<file path="src/rtl/spi_pkg.sv">
// Shared definitions for the mode-0 SPI master: FSM state encoding, SPI mode
// constants and the transfer latency helper.
package spi_pkg;

    // Master FSM states
    typedef enum logic [2:0] {
        IDLE,
        SETUP,
        SHIFT,
        GAP,
        HOLD,
        CSIDLE
    } spi_state_t;

    // SPI mode 0: SCLK idles low, data sampled on the rising edge
    localparam logic SPI_CPOL = 1'b0;
    localparam logic SPI_CPHA = 1'b0;

    // Clock edges from the accept edge to the edge on which o_rx_valid rises
    function automatic int spi_latency(input int clk_div, input int data_width,
                                       input int cs_setup_cyc);
        return cs_setup_cyc + 2 * clk_div * data_width;
    endfunction

endpackage

</file>
<file path="src/rtl/spi_clk_gen.sv">
// SCLK divider: while enabled, toggles o_sclk every CLK_DIV cycles, starting
// with a full low half-period. o_rise/o_fall flag the cycle at whose closing
// edge o_sclk goes 0->1 / 1->0. Disabling parks SCLK at the idle level.
module spi_clk_gen
    import spi_pkg::*;
#(
    parameter int CLK_DIV = 8
) (
    input  logic i_clk,
    input  logic i_rst_n,
    input  logic i_en,
    output logic o_sclk,
    output logic o_rise,
    output logic o_fall
);

    localparam int DIV_W = (CLK_DIV > 1) ? $clog2(CLK_DIV) : 1;
    localparam logic [DIV_W-1:0] DIV_MAX = DIV_W'(CLK_DIV - 1);

    logic [DIV_W-1:0] div_cnt;
    logic             half_done;

    assign half_done = i_en && (div_cnt == DIV_MAX);
    assign o_rise    = half_done && (o_sclk == SPI_CPOL);
    assign o_fall    = half_done && (o_sclk != SPI_CPOL);

    // Half-period counter and SCLK toggle; restarts from zero on every enable
    always_ff @(posedge i_clk or negedge i_rst_n) begin
        if (!i_rst_n) begin
            div_cnt <= '0;
            o_sclk  <= SPI_CPOL;
        end else if (!i_en) begin
            div_cnt <= '0;
            o_sclk  <= SPI_CPOL;
        end else if (half_done) begin
            div_cnt <= '0;
            o_sclk  <= ~o_sclk;
        end else begin
            div_cnt <= div_cnt + 1'b1;
        end
    end

endmodule

</file>
<file path="src/rtl/spi_master.sv">
// Mode-0 (CPOL=0, CPHA=0), MSB-first SPI master with a valid/ready byte
// stream. CS_n stays low across a burst until a word flagged last completes.
//
// Latency: o_rx_valid rises CS_SETUP_CYC + 2*CLK_DIV*DATA_WIDTH clock edges
// after the edge that accepts a word from IDLE (spi_pkg::spi_latency).
//
// Optional build macro SPI_MASTER_LOOPBACK_EN: the receive path samples the
// master's own MOSI instead of i_miso (i_miso is then ignored).
module spi_master
    import spi_pkg::*;
#(
    parameter int DATA_WIDTH   = 8,
    parameter int CLK_DIV      = 8,
    parameter int CS_SETUP_CYC = 4,
    parameter int CS_HOLD_CYC  = 4,
    parameter int CS_IDLE_CYC  = 4
) (
    input  logic                  i_clk,
    input  logic                  i_rst_n,
    output logic                  o_sclk,
    output logic                  o_cs_n,
    output logic                  o_mosi,
    input  logic                  i_miso,
    input  logic [DATA_WIDTH-1:0] i_tx_data,
    input  logic                  i_tx_last,
    input  logic                  i_tx_valid,
    output logic                  o_tx_ready,
    output logic [DATA_WIDTH-1:0] o_rx_data,
    output logic                  o_rx_valid,
    output logic                  o_busy
);

    localparam int BIT_W   = (DATA_WIDTH > 1) ? $clog2(DATA_WIDTH) : 1;
    localparam logic [BIT_W-1:0] BIT_MAX = BIT_W'(DATA_WIDTH - 1);
    localparam int MAX_CYC = (CS_SETUP_CYC > CS_HOLD_CYC)
                           ? ((CS_SETUP_CYC > CS_IDLE_CYC) ? CS_SETUP_CYC : CS_IDLE_CYC)
                           : ((CS_HOLD_CYC > CS_IDLE_CYC) ? CS_HOLD_CYC : CS_IDLE_CYC);
    localparam int CYC_W   = $clog2(MAX_CYC + 1);

    spi_state_t            state;
    spi_state_t            next_state;
    logic [DATA_WIDTH-1:0] tx_shift;
    logic [DATA_WIDTH-1:0] rx_shift;
    logic                  last_flag;
    logic [BIT_W-1:0]      bit_cnt;
    logic [CYC_W-1:0]      cyc_cnt;
    logic                  cyc_done;
    logic                  accept;
    logic                  word_done;
    logic                  sclk_en;
    logic                  sclk_rise;
    logic                  sclk_fall;
    logic                  mosi_int;
    logic                  rx_bit;

    spi_clk_gen #(
        .CLK_DIV (CLK_DIV)
    ) u_clk_gen (
        .i_clk   (i_clk),
        .i_rst_n (i_rst_n),
        .i_en    (sclk_en),
        .o_sclk  (o_sclk),
        .o_rise  (sclk_rise),
        .o_fall  (sclk_fall)
    );

    assign accept    = i_tx_valid && o_tx_ready;
    assign word_done = sclk_fall && (bit_cnt == '0);
    assign o_mosi    = mosi_int;

`ifdef SPI_MASTER_LOOPBACK_EN
    assign rx_bit = mosi_int;
`else
    logic [1:0] miso_sync;

    // Two-flop synchronizer for the asynchronous MISO input
    always_ff @(posedge i_clk or negedge i_rst_n) begin
        if (!i_rst_n) begin
            miso_sync <= '0;
        end else begin
            miso_sync <= {miso_sync[0], i_miso};
        end
    end

    assign rx_bit = miso_sync[1];
`endif

    // Terminal count for the CS setup, hold and idle timers
    always_comb begin
        cyc_done = 1'b0;
        case (state)
            SETUP:   cyc_done = (cyc_cnt == CYC_W'(CS_SETUP_CYC - 1));
            HOLD:    cyc_done = (cyc_cnt == CYC_W'(CS_HOLD_CYC - 1));
            CSIDLE:  cyc_done = (cyc_cnt == CYC_W'(CS_IDLE_CYC - 1));
            default: cyc_done = 1'b0;
        endcase
    end

    // State register
    always_ff @(posedge i_clk or negedge i_rst_n) begin
        if (!i_rst_n) begin
            state <= IDLE;
        end else begin
            state <= next_state;
        end
    end

    // Next-state logic
    always_comb begin
        next_state = state;
        case (state)
            IDLE:    if (accept)    next_state = SETUP;
            SETUP:   if (cyc_done)  next_state = SHIFT;
            SHIFT:   if (word_done) next_state = last_flag ? HOLD : GAP;
            GAP:     if (accept)    next_state = SHIFT;
            HOLD:    if (cyc_done)  next_state = CSIDLE;
            CSIDLE:  if (cyc_done)  next_state = IDLE;
            default: next_state = IDLE;
        endcase
    end

    // State-decoded outputs: CS is low from SETUP through HOLD
    always_comb begin
        o_tx_ready = 1'b0;
        o_cs_n     = 1'b1;
        o_busy     = 1'b1;
        sclk_en    = 1'b0;
        mosi_int   = 1'b0;
        case (state)
            IDLE: begin
                o_tx_ready = 1'b1;
                o_busy     = 1'b0;
            end
            SETUP, HOLD: begin
                o_cs_n   = 1'b0;
                mosi_int = tx_shift[DATA_WIDTH-1];
            end
            SHIFT: begin
                o_cs_n   = 1'b0;
                sclk_en  = 1'b1;
                mosi_int = tx_shift[DATA_WIDTH-1];
            end
            GAP: begin
                o_tx_ready = 1'b1;
                o_cs_n     = 1'b0;
                mosi_int   = tx_shift[DATA_WIDTH-1];
            end
            default: begin
                o_cs_n = 1'b1;
            end
        endcase
    end

    // CS timer: counts only inside SETUP/HOLD/CSIDLE, cleared at terminal count
    always_ff @(posedge i_clk or negedge i_rst_n) begin
        if (!i_rst_n) begin
            cyc_cnt <= '0;
        end else if (cyc_done || !(state == SETUP || state == HOLD || state == CSIDLE)) begin
            cyc_cnt <= '0;
        end else begin
            cyc_cnt <= cyc_cnt + 1'b1;
        end
    end

    // Shift registers, bit counter and the received-word pulse
    always_ff @(posedge i_clk or negedge i_rst_n) begin
        if (!i_rst_n) begin
            tx_shift   <= '0;
            rx_shift   <= '0;
            last_flag  <= 1'b0;
            bit_cnt    <= '0;
            o_rx_data  <= '0;
            o_rx_valid <= 1'b0;
        end else begin
            o_rx_valid <= 1'b0;
            if (accept) begin
                tx_shift  <= i_tx_data;
                last_flag <= i_tx_last;
                bit_cnt   <= BIT_MAX;
            end else if (sclk_fall) begin
                tx_shift <= {tx_shift[DATA_WIDTH-2:0], 1'b0};
                bit_cnt  <= (bit_cnt == '0) ? BIT_MAX : bit_cnt - 1'b1;
            end
            if (sclk_rise) begin
                rx_shift <= {rx_shift[DATA_WIDTH-2:0], rx_bit};
            end
            if (word_done) begin
                o_rx_data  <= rx_shift;
                o_rx_valid <= 1'b1;
            end
        end
    end

endmodule
</file>
<file path="config.mk">
export PLATFORM = sky130hd
export DESIGN_NAME = spi_master
export DESIGN_NICKNAME = d
export VERILOG_FILES = /design/src/rtl/spi_pkg.sv /design/src/rtl/spi_clk_gen.sv /design/src/rtl/spi_master.sv
export SDC_FILE = /design/constraint.sdc
export NUM_CORES = 1
export LEC_CHECK = 0
export BUFFER_PORTS_ARGS = -buffer_cell sky130_fd_sc_hd__buf_2
export CAP_MARGIN = 25
export CORE_MARGIN = 5
export CORE_UTILIZATION = 60
export DETAILED_ROUTE_END_ITERATION = 16
export PLACE_DENSITY = 0.83
export SKIP_CTS_REPAIR_TIMING = 1
export SYNTH_ARGS = -nofsm -noshare
export SYNTH_HDL_FRONTEND = slang
export SYNTH_SLANG_ARGS = --single-unit
</file>
<file path="constraint.sdc">
create_clock -name i_clk -period 3.92 [get_ports i_clk]
set_clock_uncertainty 0.05 [all_clocks]
set_input_delay 0.392 -clock i_clk [delete_from_list [all_inputs] [get_ports i_clk]]
set_output_delay 0.392 -clock i_clk [all_outputs]
set_load 0.02 [all_outputs]
</file>
==> run summary <==
Number of different library cells in the post-synthesis netlist: 37. In this run the count of I/O pins placed on the die edge is 27. The effective utilization at floorplan was 0.608. The synthesized design spends more area on one cell type than any other, namely sky130_fd_sc_hd__dfrtp_1. Global-route usage over all layers: 0.185.

Once detail routing completed, the nets flagged for antenna violations numbered 0. The quantity of I/O buffers inserted on ports was 26; the clock-pin slew of the registers on the worst-case setup and hold paths was 0.12 ns. Setup repair after global routing left no endpoint under its margin.

Among all cell types in the netlist, the one instantiated most often is sky130_fd_sc_hd__dfrtp_1. The flow ran to the end, and the final reports show no timing, DRC or antenna violations. Among all flip-flop cells after synthesis, the most frequent one is sky130_fd_sc_hd__dfrtp_1. The die covers 4220 sq um. The antenna diode count came out at 0. For this run, the detailed router's first-pass iteration total came to 4. Counting tap cells, the placed design contains a total of 199 instances.

Each instance of the synthesized netlist takes up on average 12.3 sq um. The worst setup path is of the flip-flop to output pin kind. The final routed wire length divided by cell count is 15.8 microns, and the maximum operating frequency is 496 MHz.

Yosys mapped a number of flops with a built-in enable equal to 0. The logs give 0 for the total count of hold-check failures in the final report and 0 for the count of max-cap constraint violations. The DRC violations left was 0. The tools report the CTS H-tree depth as 2.

The final critical-path share of the clock period is 0.514, and the largest net degree at the start of global routing is 42. The endpoint required time on the critical path is 3.48 ns, and the cell area after synthesis is 1810 sq um. STA classifies the critical path endpoint as an output pin. The worst path needs 2.02 ns of the cycle, external delays included. The run gives 0 as the total grt overflow. For the worst-skew pair, the clock arrives at the later sink with an insertion delay of 0.36 ns.

The vertical die dimension was 64.9 microns. The tree is rooted in a sky130_fd_sc_hd__clkbuf_4. Tightest slew margin relative to the limit: 0.406. Setup violations remaining at the end of the flow were counted as 0. The number of design-rule violations left by the first detailed-router iteration is 97, and the ratio of cells with drive above 1 in the final layout is 0.345. The maximum VDD drop came out at 0.000236 V. The net count of the finished layout is 192. The estimated wirelength of the detail-placed design came out at 2270 microns.

The buffer levels on the longest clock path is 2. The sort of element at the start of the critical path was a flip-flop. The run gives 1.91 ns as the worst slack at placement. For the total via count in the routed design, the log shows 1197. The path class of the tightest hold or removal check is input pin to async pin. CTS saw 41 sinks. The largest fanout on the critical path came out at 10.

The first global-routing pass estimated 5910 microns of wire. The area added between synthesis and finish is 11.3%, and the final cell count without fillers is 207. For the share of synthesized area occupied by flip-flops and latches, the log shows 0.567.

The number of cells on the worst reg-to-reg path is 6. Synthesis produced 147 cells. Yosys attributes the largest share of cell area to sky130_fd_sc_hd__dfrtp_1, sky130_fd_sc_hd__mux2_2, sky130_fd_sc_hd__ha_1. The placer's final routability congestion estimate was 0.805. The number of nets in the synthesized netlist came out at 166. TritonCTS built the clock tree.

After layout, the worst setup slack is 1.90 ns. Wires add up to 3270 microns. The count of pins over their slew limit is 0.

Setup total negative slack on the finished layout was measured at 0 ns. Summed over all cells, the static leakage comes to 1.00 nW. The share of synthesized flip-flops with an asynchronous set or reset works out to 1.00. The actual transition at the worst max-transition pin was 0.891 ns. The via count of the first global-routing pass is 1270. The total power density per cell area was 361 nW/um^2. The commonest cells after synthesis are sky130_fd_sc_hd__dfrtp_1, sky130_fd_sc_hd__mux2_2, sky130_fd_sc_hd__o21ai_0.

Yosys printed 0 warnings. Final total power: 0.728 mW. The tools report the endpoint arrival time on the critical path as 1.57 ns.

The TritonCTS buffer count is 5, and the area share of the leading cell type in the synthesized netlist is 0.567. The via-per-instance ratio was 5.78. From left edge to right edge, the die measures 64.9 microns. The number of antenna violations at the first check in global routing is 0, and the register bit total from synthesis is 41.

Row generation in the floorplan step produced 20 rows. The total area inside the core boundary comes to 2980 sq um.
[critical path, stage by stage, from the launching register on]
cell	delay (ns)
sky130_fd_sc_hd__dfrtp_1	0.56
sky130_fd_sc_hd__xor2_1	0.41
sky130_fd_sc_hd__nor2_1	0.07
sky130_fd_sc_hd__buf_2	0.17
[routing by layer]
layer,wire (microns),GRT usage,vias to the layer above
met5,0,0,-
met1,1350,0.212,578
li1,-,-,575
met4,59,0.0765,0
met2,1630,0.314,36
met3,226,0.0641,8
[metrics by stage]
step	hold slack (ns)	util	cell area (sq um)
after CTS	0.0781	0.677	2020
after global placement	0.286	0.649	1930
final	0.0880	0.677	2020
after global routing	0.0811	0.677	2020
after floorplan	0.0464	-	1810
after detailed placement	0.289	0.649	1930
[cell usage in the layout (no fill, tap or decap)]
cell type / synthesis / layout
sky130_fd_sc_hd__inv_1: 10 / 10
sky130_fd_sc_hd__nor3_1: 4 / 4
sky130_fd_sc_hd__o221ai_1: 1 / 1
sky130_fd_sc_hd__o21ai_0: 11 / 11
sky130_fd_sc_hd__or3b_4: 1 / 1
sky130_fd_sc_hd__or3_1: 4 / 4
sky130_fd_sc_hd__nand2_1: 4 / 4
sky130_fd_sc_hd__a31oi_1: 3 / 3
sky130_fd_sc_hd__or2_1: 1 / 1
sky130_fd_sc_hd__nor3b_4: 1 / 1
sky130_fd_sc_hd__ha_1: 6 / 6
sky130_fd_sc_hd__o311ai_1: 1 / 1
sky130_fd_sc_hd__a21oi_1: 4 / 4
sky130_fd_sc_hd__and2_1: 1 / 1
sky130_fd_sc_hd__o211ai_1: 1 / 1
sky130_fd_sc_hd__clkbuf_4: 0 / 5
sky130_fd_sc_hd__xor2_1: 1 / 1
sky130_fd_sc_hd__xnor2_1: 1 / 1
sky130_fd_sc_hd__nand3_1: 4 / 4
sky130_fd_sc_hd__nand2b_1: 1 / 1
sky130_fd_sc_hd__a22o_1: 1 / 1
sky130_fd_sc_hd__nor3b_1: 2 / 2
sky130_fd_sc_hd__nand3b_4: 1 / 1
sky130_fd_sc_hd__a211o_1: 1 / 1
sky130_fd_sc_hd__nand3_2: 1 / 1
sky130_fd_sc_hd__o22ai_2: 1 / 1
sky130_fd_sc_hd__bufinv_16: 0 / 1
sky130_fd_sc_hd__nor2_1: 7 / 7
sky130_fd_sc_hd__dfrtp_1: 41 / 41
sky130_fd_sc_hd__buf_2: 1 / 26
sky130_fd_sc_hd__o22ai_1: 1 / 1
sky130_fd_sc_hd__clkinv_2: 1 / 1
sky130_fd_sc_hd__clkinvlp_4: 0 / 1
sky130_fd_sc_hd__clkinv_4: 0 / 1
sky130_fd_sc_hd__nor4_1: 2 / 2
sky130_fd_sc_hd__o221a_2: 3 / 3
sky130_fd_sc_hd__and2_0: 1 / 1
sky130_fd_sc_hd__mux2_2: 17 / 17
[registers in the layout, indices dropped and copies added (netlist names)]
register           cells
bit_cnt                3
rx_shift               8
state                  3
o_rx_valid             1
u_clk_gen.o_sclk       1
tx_shift               8
cyc_cnt                3
o_rx_data              8
miso_sync              2
last_flag              1
u_clk_gen.div_cnt      3
[cell type report]
class / count / area, sq um
fillers: 216 / 962
flip-flops and latches: 41 / 1030
clock buffers: 5 / 37.5
well taps: 33 / 41.3
inverters: 11 / 42.5
multi-input cells: 88 / 692
clock inverters: 3 / 46.3
repair buffers: 26 / 130
[power by group]
part	leakage, nW	internal (mW)	switching, mW	total [mW]
Sequential	0.522	0.428	0.00272	0.430
Combinational	0.439	0.00806	0.0130	0.0211
Clock	0.0414	0.135	0.142	0.277
[kinds of logic after synthesis]
| family | after synthesis | synth area share |
|---|---|---|
| multiplexers | 17 | 0.106 |
| AND/OR/NAND/NOR | 35 | 0.121 |
| buffers and inverters | 18 | 0.0511 |
| AO/OA/AOI/OAI | 28 | 0.104 |
| XOR/XNOR | 2 | 0.00968 |
| adder cells (fa/ha/maj) | 6 | 0.0415 |
| flip-flops | 41 | 0.567 |
[final timing paths]
check,from,to,slack (ns)
setup / recovery,state[0],o_tx_ready,1.90
min in group i_clk,i_miso,miso_sync[0],0.09
max in group asynchronous,i_rst_n,u_clk_gen.div_cnt[0],3.16
setup reg to reg,u_clk_gen.div_cnt[0],o_rx_data[0],1.91
hold reg to reg,miso_sync[0],miso_sync[1],0.31
hold / removal,i_rst_n,last_flag,0.09
Power figures use the tool's default switching activity.
